$ cat src/rtl/mem_master_pkg.sv
// Shared constants for the data-memory initiator: operation codes,
// FSM state codes and default widths.
package mem_master_pkg;

  localparam int ADDR_W_DEF = 6;
  localparam int DATA_W_DEF = 16;
  localparam int NREG_DEF   = 8;

  localparam logic [1:0] OP_LW = 2'b00;
  localparam logic [1:0] OP_SW = 2'b01;
  localparam logic [1:0] OP_LM = 2'b10;
  localparam logic [1:0] OP_SM = 2'b11;

  typedef logic [2:0] state_t;

  localparam state_t ST_IDLE = 3'd0;
  localparam state_t ST_SCAN = 3'd1;
  localparam state_t ST_XFER = 3'd2;
  localparam state_t ST_WB   = 3'd3;
  localparam state_t ST_DONE = 3'd4;

  // Stores move register data out to memory; loads bring it back.
  function automatic logic op_is_store(input logic [1:0] code);
    return (code == OP_SW) || (code == OP_SM);
  endfunction

  // Block operations take their register set from the mask input.
  function automatic logic op_is_block(input logic [1:0] code);
    return (code == OP_LM) || (code == OP_SM);
  endfunction

endpackage

$ cat src/rtl/mem_master_if.sv
// Memory-port bundle between the initiator and the data memory.
// Strobes are active low; the memory acts on them at the negedge.
interface mem_master_if
  import mem_master_pkg::*;
#(
  parameter int ADDR_W = ADDR_W_DEF,
  parameter int DATA_W = DATA_W_DEF
);

  logic [ADDR_W-1:0] mem_addr;
  logic [DATA_W-1:0] mem_in;
  logic              mem_write;
  logic              mem_read;
  logic [DATA_W-1:0] mem_out;

  modport master (
    output mem_addr,
    output mem_in,
    output mem_write,
    output mem_read,
    input  mem_out
  );

  modport slave (
    input  mem_addr,
    input  mem_in,
    input  mem_write,
    input  mem_read,
    output mem_out
  );

endinterface

$ cat src/rtl/lsb_encoder8.sv
// Lowest-set-bit priority encoder over an 8-bit register mask.
module lsb_encoder8 (
  input  logic [7:0] mask,
  output logic [2:0] idx,
  output logic       valid
);

  // Scan from the top down so the lowest set bit is the last one written.
  always_comb begin
    idx   = 3'd0;
    valid = 1'b0;
    for (int i = 7; i >= 0; i--) begin
      if (mask[i]) begin
        idx   = 3'(i);
        valid = 1'b1;
      end
    end
  end

endmodule

$ cat src/rtl/mem_master.sv
// Initiator side of the 64x16 data-memory port. Sequences LW/SW and
// register-mask LM/SM transfers, one word per SCAN/XFER(/WB) round.
module mem_master
  import mem_master_pkg::*;
#(
  parameter int ADDR_W = ADDR_W_DEF,
  parameter int DATA_W = DATA_W_DEF,
  parameter int NREG   = NREG_DEF
)(
  input  logic              clk,
  input  logic              reset,
  input  logic              start,
  input  logic [1:0]        op,
  input  logic [ADDR_W-1:0] base_addr,
  input  logic [2:0]        reg_sel,
  input  logic [NREG-1:0]   reg_mask,
  output logic [2:0]        rf_raddr,
  input  logic [DATA_W-1:0] rf_rdata,
  output logic              rf_we,
  output logic [2:0]        rf_waddr,
  output logic [DATA_W-1:0] rf_wdata,
  mem_master_if.master      mem,
  output logic              busy,
  output logic              done
);

  state_t            state;
  logic              is_store;
  logic [NREG-1:0]   mask_q;
  logic [ADDR_W-1:0] addr_q;
  logic [2:0]        enc_idx;
  logic              enc_valid;

  lsb_encoder8 u_enc (
    .mask  (mask_q),
    .idx   (enc_idx),
    .valid (enc_valid)
  );

  // The register file is read at the lowest pending register at all times;
  // only SCAN actually consumes the data.
  assign rf_raddr = enc_idx;
  assign busy     = (state != ST_IDLE);
  assign done     = (state == ST_DONE);

  // Transfer sequencer. Strobes default high every cycle so they can only
  // be low for the single XFER cycle that follows a SCAN.
  always_ff @(posedge clk or posedge reset) begin
    if (reset) begin
      state         <= ST_IDLE;
      is_store      <= 1'b0;
      mask_q        <= '0;
      addr_q        <= '0;
      mem.mem_addr  <= '0;
      mem.mem_in    <= '0;
      mem.mem_write <= 1'b1;
      mem.mem_read  <= 1'b1;
      rf_we         <= 1'b0;
      rf_waddr      <= 3'd0;
      rf_wdata      <= '0;
    end else begin
      mem.mem_write <= 1'b1;
      mem.mem_read  <= 1'b1;
      rf_we         <= 1'b0;
      case (state)
        ST_IDLE: begin
          if (start) begin
            is_store <= op_is_store(op);
            addr_q   <= base_addr;
            mask_q   <= op_is_block(op) ? reg_mask
                                        : ({{(NREG-1){1'b0}}, 1'b1} << reg_sel);
            state    <= ST_SCAN;
          end
        end
        ST_SCAN: begin
          if (!enc_valid) begin
            state <= ST_DONE;
          end else begin
            mem.mem_addr <= addr_q;
            if (is_store) begin
              mem.mem_in    <= rf_rdata;
              mem.mem_write <= 1'b0;
            end else begin
              mem.mem_read  <= 1'b0;
            end
            state <= ST_XFER;
          end
        end
        ST_XFER: begin
          if (is_store) begin
            mask_q[enc_idx] <= 1'b0;
            addr_q          <= addr_q + ADDR_W'(1);
            state           <= ST_SCAN;
          end else begin
            // Read data arrived at the negedge inside XFER; registering it
            // here places the one-cycle write pulse exactly on WB.
            rf_we    <= 1'b1;
            rf_waddr <= enc_idx;
            rf_wdata <= mem.mem_out;
            state    <= ST_WB;
          end
        end
        ST_WB: begin
          mask_q[enc_idx] <= 1'b0;
          addr_q          <= addr_q + ADDR_W'(1);
          state           <= ST_SCAN;
        end
        ST_DONE: begin
          state <= ST_IDLE;
        end
        default: begin
          state <= ST_IDLE;
        end
      endcase
    end
  end

endmodule

$ cat src/flat_wrapper.sv
// flat-port wrapper written by rule: the top's interface ports become plain ports
module mem_master_flat import mem_master_pkg::*;
#(
  parameter int ADDR_W = ADDR_W_DEF,
  parameter int DATA_W = DATA_W_DEF,
  parameter int NREG   = NREG_DEF
)
  (clk, reset, start, op, base_addr, reg_sel, reg_mask, rf_raddr, rf_rdata, rf_we, rf_waddr, rf_wdata, busy, done, mem_mem_addr, mem_mem_in, mem_mem_write, mem_mem_read, mem_mem_out);
  mem_master_if #(.ADDR_W(ADDR_W), .DATA_W(DATA_W)) mem_i ();
  input  logic clk;
  input  logic reset;
  input  logic start;
  input  logic [1:0] op;
  input  logic [ADDR_W-1:0] base_addr;
  input  logic [2:0] reg_sel;
  input  logic [NREG-1:0] reg_mask;
  output logic [2:0] rf_raddr;
  input  logic [DATA_W-1:0] rf_rdata;
  output logic rf_we;
  output logic [2:0] rf_waddr;
  output logic [DATA_W-1:0] rf_wdata;
  output logic busy;
  output logic done;
  output wire logic [$bits(mem_i.mem_addr)-1:0] mem_mem_addr;
  output wire logic [$bits(mem_i.mem_in)-1:0] mem_mem_in;
  output wire logic [$bits(mem_i.mem_write)-1:0] mem_mem_write;
  output wire logic [$bits(mem_i.mem_read)-1:0] mem_mem_read;
  input wire logic [$bits(mem_i.mem_out)-1:0] mem_mem_out;
  assign mem_mem_addr = mem_i.mem_addr;
  assign mem_mem_in = mem_i.mem_in;
  assign mem_mem_write = mem_i.mem_write;
  assign mem_mem_read = mem_i.mem_read;
  assign mem_i.mem_out = mem_mem_out;
  mem_master #(.ADDR_W(ADDR_W), .DATA_W(DATA_W), .NREG(NREG)) u_core (.clk(clk), .reset(reset), .start(start), .op(op), .base_addr(base_addr), .reg_sel(reg_sel), .reg_mask(reg_mask), .rf_raddr(rf_raddr), .rf_rdata(rf_rdata), .rf_we(rf_we), .rf_waddr(rf_waddr), .rf_wdata(rf_wdata), .mem(mem_i), .busy(busy), .done(done));
endmodule
$ cat config.mk
export PLATFORM = sky130hd
export DESIGN_NAME = mem_master_flat
export DESIGN_NICKNAME = d
export VERILOG_FILES = /design/src/rtl/mem_master_pkg.sv /design/src/rtl/mem_master_if.sv /design/src/rtl/lsb_encoder8.sv /design/src/rtl/mem_master.sv /design/src/flat_wrapper.sv
export SDC_FILE = /design/constraint.sdc
export NUM_CORES = 1
export LEC_CHECK = 0
export ABC_AREA = 1
export CAP_MARGIN = 5
export CORE_UTILIZATION = 46
export CTS_BUF_LIST = sky130_fd_sc_hd__clkbuf_2 sky130_fd_sc_hd__clkbuf_4 sky130_fd_sc_hd__clkbuf_8
export DETAILED_ROUTE_END_ITERATION = 10
export GPL_TIMING_DRIVEN = 0
export MAX_ROUTING_LAYER = met4
export PLACE_DENSITY = 0.82
export SYNTH_ARGS = -nofsm -noshare
export SYNTH_HDL_FRONTEND = slang
export SYNTH_SLANG_ARGS = --single-unit
$ cat constraint.sdc
create_clock -name clk -period 2.6 [get_ports clk]
set_clock_uncertainty 0.1 [all_clocks]
set_input_delay 0.52 -clock clk [delete_from_list [all_inputs] [get_ports clk]]
set_output_delay 0.52 -clock clk [all_outputs]
set_load 0.005 [all_outputs]
=== After elaboration in Yosys (flattened, before gate mapping) ===
Index checks and enable logic that the tools add are counted.

* Word-level logic and storage cells: 74
* Bits in registers: 62
* Output and inout port bits: 49

* Equal/unequal tests: 9
* Reduce and logical (&&, ||, !) cells: 11
* Mux-type cells: 36
* $add $sub $neg: 1
* Shift-type cells: 1
* $lt $le $gt $ge: 2
* Bitwise logic cells: 3

{| class="wikitable"
|+ Operators by type and width
! operator !! number
|-
| $mux 3 || 10
|-
| $mux 8 || 3
|-
| $pmux 8 s3 || 1
|-
| $pmux 6 s3 || 1
|-
| $mux 1 || 16
|-
| $mux 6 || 2
|-
| $pmux 3 s4 || 1
|-
| $and 8x8->8 || 1
|-
| $not 8->8 || 1
|-
| $shl 1x3->8 const A || 1
|-
| $add 6x1->6 const B || 1
|-
| $eq 3x2->1 const B || 2
|-
| $reduce_and 2->1 || 3
|-
| $reduce_and 3->1 || 2
|-
| $reduce_bool 3->1 || 2
|-
| $eq 2x2->1 const B || 2
|-
| $lt 3x4->1 const B || 1
|-
| $demux 1 s3 || 1
|-
| $eq 3x1->1 const B || 1
|-
| $eq 3x3->1 const B || 1
|-
| $ge 3x1->1 const B || 1
|-
| $logic_not 3->1 || 1
|-
| $eq 2x1->1 const B || 1
|-
| $logic_or 1x1->1 || 2
|-
| 5 further kinds || 5
|}

=== Longest topological paths before layout ===
* Depth after elaboration: 16
* Gate-level depth with buffers: 11
* Gate-level depth less buffers: 11

=== Modules after synthesis ===
Synthesis repeated with hierarchy kept, for this count alone.

* Cell total of the unflattened synthesis: 386
* Area total of the unflattened synthesis: 2932.8 um^2

{| class="wikitable"
|+ By module, submodules not included
! module !! area an instance (um^2) !! seq. area each (um^2) !! cells each !! times used
|-
| mem_master || 2834.0 || 1554.0 || 364 || 1
|-
| lsb_encoder8 || 98.8 || 0.0 || 22 || 1
|}

=== Least setup slack after synthesis ===
Ideal clock, no wire load.

* Kind: register to output
* From: register u_core.mask_q[6]
* To: output rf_raddr[0]
* Data required time: 1.980 ns
* Arrival time: 0.851 ns
* Path buffers: 0
* Setup slack: 1.129 ns
* Cell stages (with the launch flop): 10
* Cell sequence: dfrtp_1 > inv_1 > nand2_1 > nand2_1 > nand2_1 > nand2_1 > nand2_1 > nand2_1 > nand2_1 > inv_1

* Word-level cells in the longest chain between the ends: 7

{| class="wikitable"
|+ Ends and longest elaborated chain
! item !! line !! text
|-
| start: declaration || mem_master.sv:29 || <nowiki>logic [NREG-1:0] mask_q;</nowiki>
|-
| start signal: assignment || mem_master.sv:70 || <nowiki>mask_q <= op_is_block(op) ? reg_mask</nowiki>
|-
| $mux 3 (7 in a row) || lsb_encoder8.sv:13 || <nowiki>if (mask[i]) begin</nowiki>
|-
| end: declaration || flat_wrapper.sv:17 || <nowiki>output logic [2:0] rf_raddr;</nowiki>
|}

Every way passes these cells.

=== Worst setup path in the final report ===
Ends and elaborated chain as after synthesis.

==> impl_results.md <==
* Maxcap violations at 0
* Gate count after technology mapping at approximately 350
* CTS Root Buffer Type: clkbuf_8
* Sw Pwr at between 1.5 and 2 mW
* Outcome: finished, final reports clean
* Overall routed net length at 6760 µm
* Cell internal pwr at 3.35 mW
* Ys flop type: dfrtp_1
* Top-area cell type share of the netlist area at 0.521
* Combinational power share at 0.491
* I/O Pins at approximately 100
* Share of layout cells above drive strength 1 at 0.0953
* First-pass DRT Iterations at 4
* RSZ-0062 raised after global routing: no
* # fillers at roughly 480
* Antenna Nets Post-Route at 0
* Synthesized Nets at slightly above 400
* Resize count post-CTS at 0
* Die footprint at roughly 6600 µm²
* Post-synth EDFFs at 0
* Yosys top cell by area: dfrtp_1
* Cell with the most instances after synthesis: nand2_1
* FF+latch count, synth at 62
* Synth unique cells at 33
* Floorplan row count at 28
* Vias/cell at 4.84
* Core Region at between 5000 and 6000 µm²
* Die height at roughly 81 µm
* Crit path DAT at between 1.5 and 2 ns
* Synth area leaders: dfrtp_1 52%, nand2_1 20%, inv_1 3.9%
* Hold_buf cts at 0
* Crit end category: output port
* Final setup vio count at 0
* Final min period at 2.41 ns
* Final-report max-slew violation count at 0
* Die Wd at 81.2 µm
* First-pass GRT wire length at around 11000 µm
* Crit-path max FO at 4
* Placed cell count at around 530
* All-Layer GR Usage at 0.226
* Crit Path Category: reg -> out
* FF+latch area at 1550 µm²
* Flop pwr share at 0.322
* CTS HTree Levels at 3
* Hpwl dp at between 4000 and 5000 µm
* N_diodes at 0
* Largest net degree at the start of global routing at 38
* Clk slew on worst S/H paths at 0.07 ns
* DRT iter0 DRCs at ~110
* Starting Density at 0.481
* Slew of the pin with the lowest slew margin at between 0.7 and 0.8 ns
* Post-synthesis async set-or-reset flop share at 1.00
* Area of the multi-input gates at 1120 µm²
* Design area at 4250 µm²
* CP Data Required Time at roughly 2.0 ns
* Sw Ratio at 0.367
* Via count at about 2600
* Synth cell count leaders: 157 x nand2_1, 60 x dfrtp_1, 30 x inv_1, 22 x nand3_1, 22 x nor2_1
* LEAKAGE at ~2.1 nW
* CTS Buf Count at 9
* Maximum vdd drop at 0.753 mV
* Final Cycle Share at 0.927
* Overall power at ~5.3 mW
* Cell area after placement at 4010 µm²
* Synthesized area per cell at between 8 and 9 µm²
* Syn. warnings at 0
* CTS tree: yes
* Clk buf depth at 2
* Vias in the first global route at ~2600
* Layout overhead on the synthesized area at 47.3%
* GP Congestion at between 0.7 and 0.8
* Pwr/cell area at about 1200 nW/µm²
* Netlist Area Pre-Place at just under 3000 µm²
* PortBufs at 101
* NumNets Final at roughly 520
* Final hold viol count at 0
* # DRC at 0
* Worst slew margin at 0.483
* Total grt overflow at 0
* Worst hold path type: reg -> reg
* WL per Instance at between 10 and 15 µm
* Setup Fix Bufs, Post-CTS at 0
* Clk sinks at between 60 and 70
* Register area share after synthesis at 0.539
* Clock latency on the worst-skew pair at 0.32 ns
* Crit start category: register
* Clk pwr share at 0.187
* Maximum clock rate at approximately 420 MHz
* Initial antenna violation count at 0
* Fin cells at around 550
[worst max-delay path, stage by stage, from the launching register on]
cell and delay, ns:
dfrtp_1 0.40, inv_1 0.06, nand2_1 0.04, nand2_1 0.05
nand2_1 0.04, nand2_1 0.05, nand2_1 0.04, nand2_1 0.10
nand2_1 0.11, inv_1 0.08, clkdlybuf4s50_1 0.49
[final timing paths]
path                                         from                      to  slack [ns]  depth (start not counted)
max                              u_core.mask_q[6]             rf_raddr[0]        0.19                         10
min                        u_core.mem.mem_addr[5]  u_core.mem.mem_addr[5]        0.37                          2
max reg2reg                       u_core.state[2]    u_core.mem.mem_in[8]        1.01                          7
min reg2reg                u_core.mem.mem_addr[5]  u_core.mem.mem_addr[5]        0.37                          2
max in group asynchronous                   reset     u_core.mem.mem_read        1.16                          3
min in group asynchronous                   reset   u_core.mem.mem_in[10]        0.56                          2
[sequential cells by signal, summed over array words and instances (netlist names), 3 cells and up]
| name | flops |
|---|---|
| u_core.mem.mem_in | 16 |
| u_core.rf_wdata | 16 |
| u_core.rf_waddr | 3 |
| u_core.state | 3 |
| u_core.mem.mem_addr | 6 |
| u_core.mask_q | 8 |
| u_core.addr_q | 6 |
[cell families after synthesis]
kind of cell	share of synthesized area
simple gates	0.294
fa+ha+maj	0.00434
buf+inv	0.0738
flops	0.539
compound gates	0.0799
xor+xnor	0.00912
[metal layers]
metal / wire, µm / GRT usage / part of all wire
met1: 2840 / 0.248 / 0.42
met2: 3350 / 0.392 / 0.50
met3: 480 / 0.0663 / 0.071
met4: 85 / 0.0732 / 0.013
met5: 0 / - / 0
[layout by cell type, fill, tap and decap left out, types with 3 or more instances in the layout]
| cell type | synthesis | final |
|---|---|---|
| clkdlybuf4s50_1 | 0 | 101 |
| a21oi_1 | 4 | 4 |
| nand2_1 | 157 | 157 |
| a22oi_1 | 3 | 3 |
| nand3_1 | 22 | 22 |
| dfrtp_1 | 60 | 60 |
| nor2_1 | 22 | 22 |
| buf_2 | 5 | 5 |
| inv_1 | 30 | 29 |
| o21ai_2 | 6 | 6 |
| inv_2 | 2 | 3 |
| o21ai_0 | 14 | 14 |
| clkbuf_8 | 0 | 12 |
| o31ai_1 | 3 | 3 |
[cell type report]
type                       instances  share of cell area
clock buffer                      13              0.0407
buffer                            11              0.0195
timing repair buffer             102               0.243
sequential                        62               0.366
clock inverter                     3              0.0153
tap                               75              0.0221
multi-input combinational        247               0.263
inverter                          34              0.0307
[power groups by stage]
| stage | combinational (mW) | sequential (mW) | clock, mW |
|---|---|---|---|
| after global routing | 2.93 | 1.76 | 1.05 |
| after detailed placement | 2.61 | 1.71 | 0 |
| final | 2.59 | 1.71 | 0.988 |
| after floorplan | 1.43 | 1.72 | 0 |
| after CTS | 2.64 | 1.70 | 1.01 |
| after global placement | 2.53 | 1.69 | 0 |
[through the flow]
stage	hold slack (ns)	util	TNS [ns]	setup WS [ns]
finish	0.370	0.709	0	0.191
global route	0.402	0.709	0	0.0502
CTS	0.374	0.709	0	0.162
detailed placement	0.358	0.669	0	0.554
global placement	0.353	0.666	-38.59	-0.643
floorplan	0.365	-	0	0.442
(Power assumes the default switching activity.)
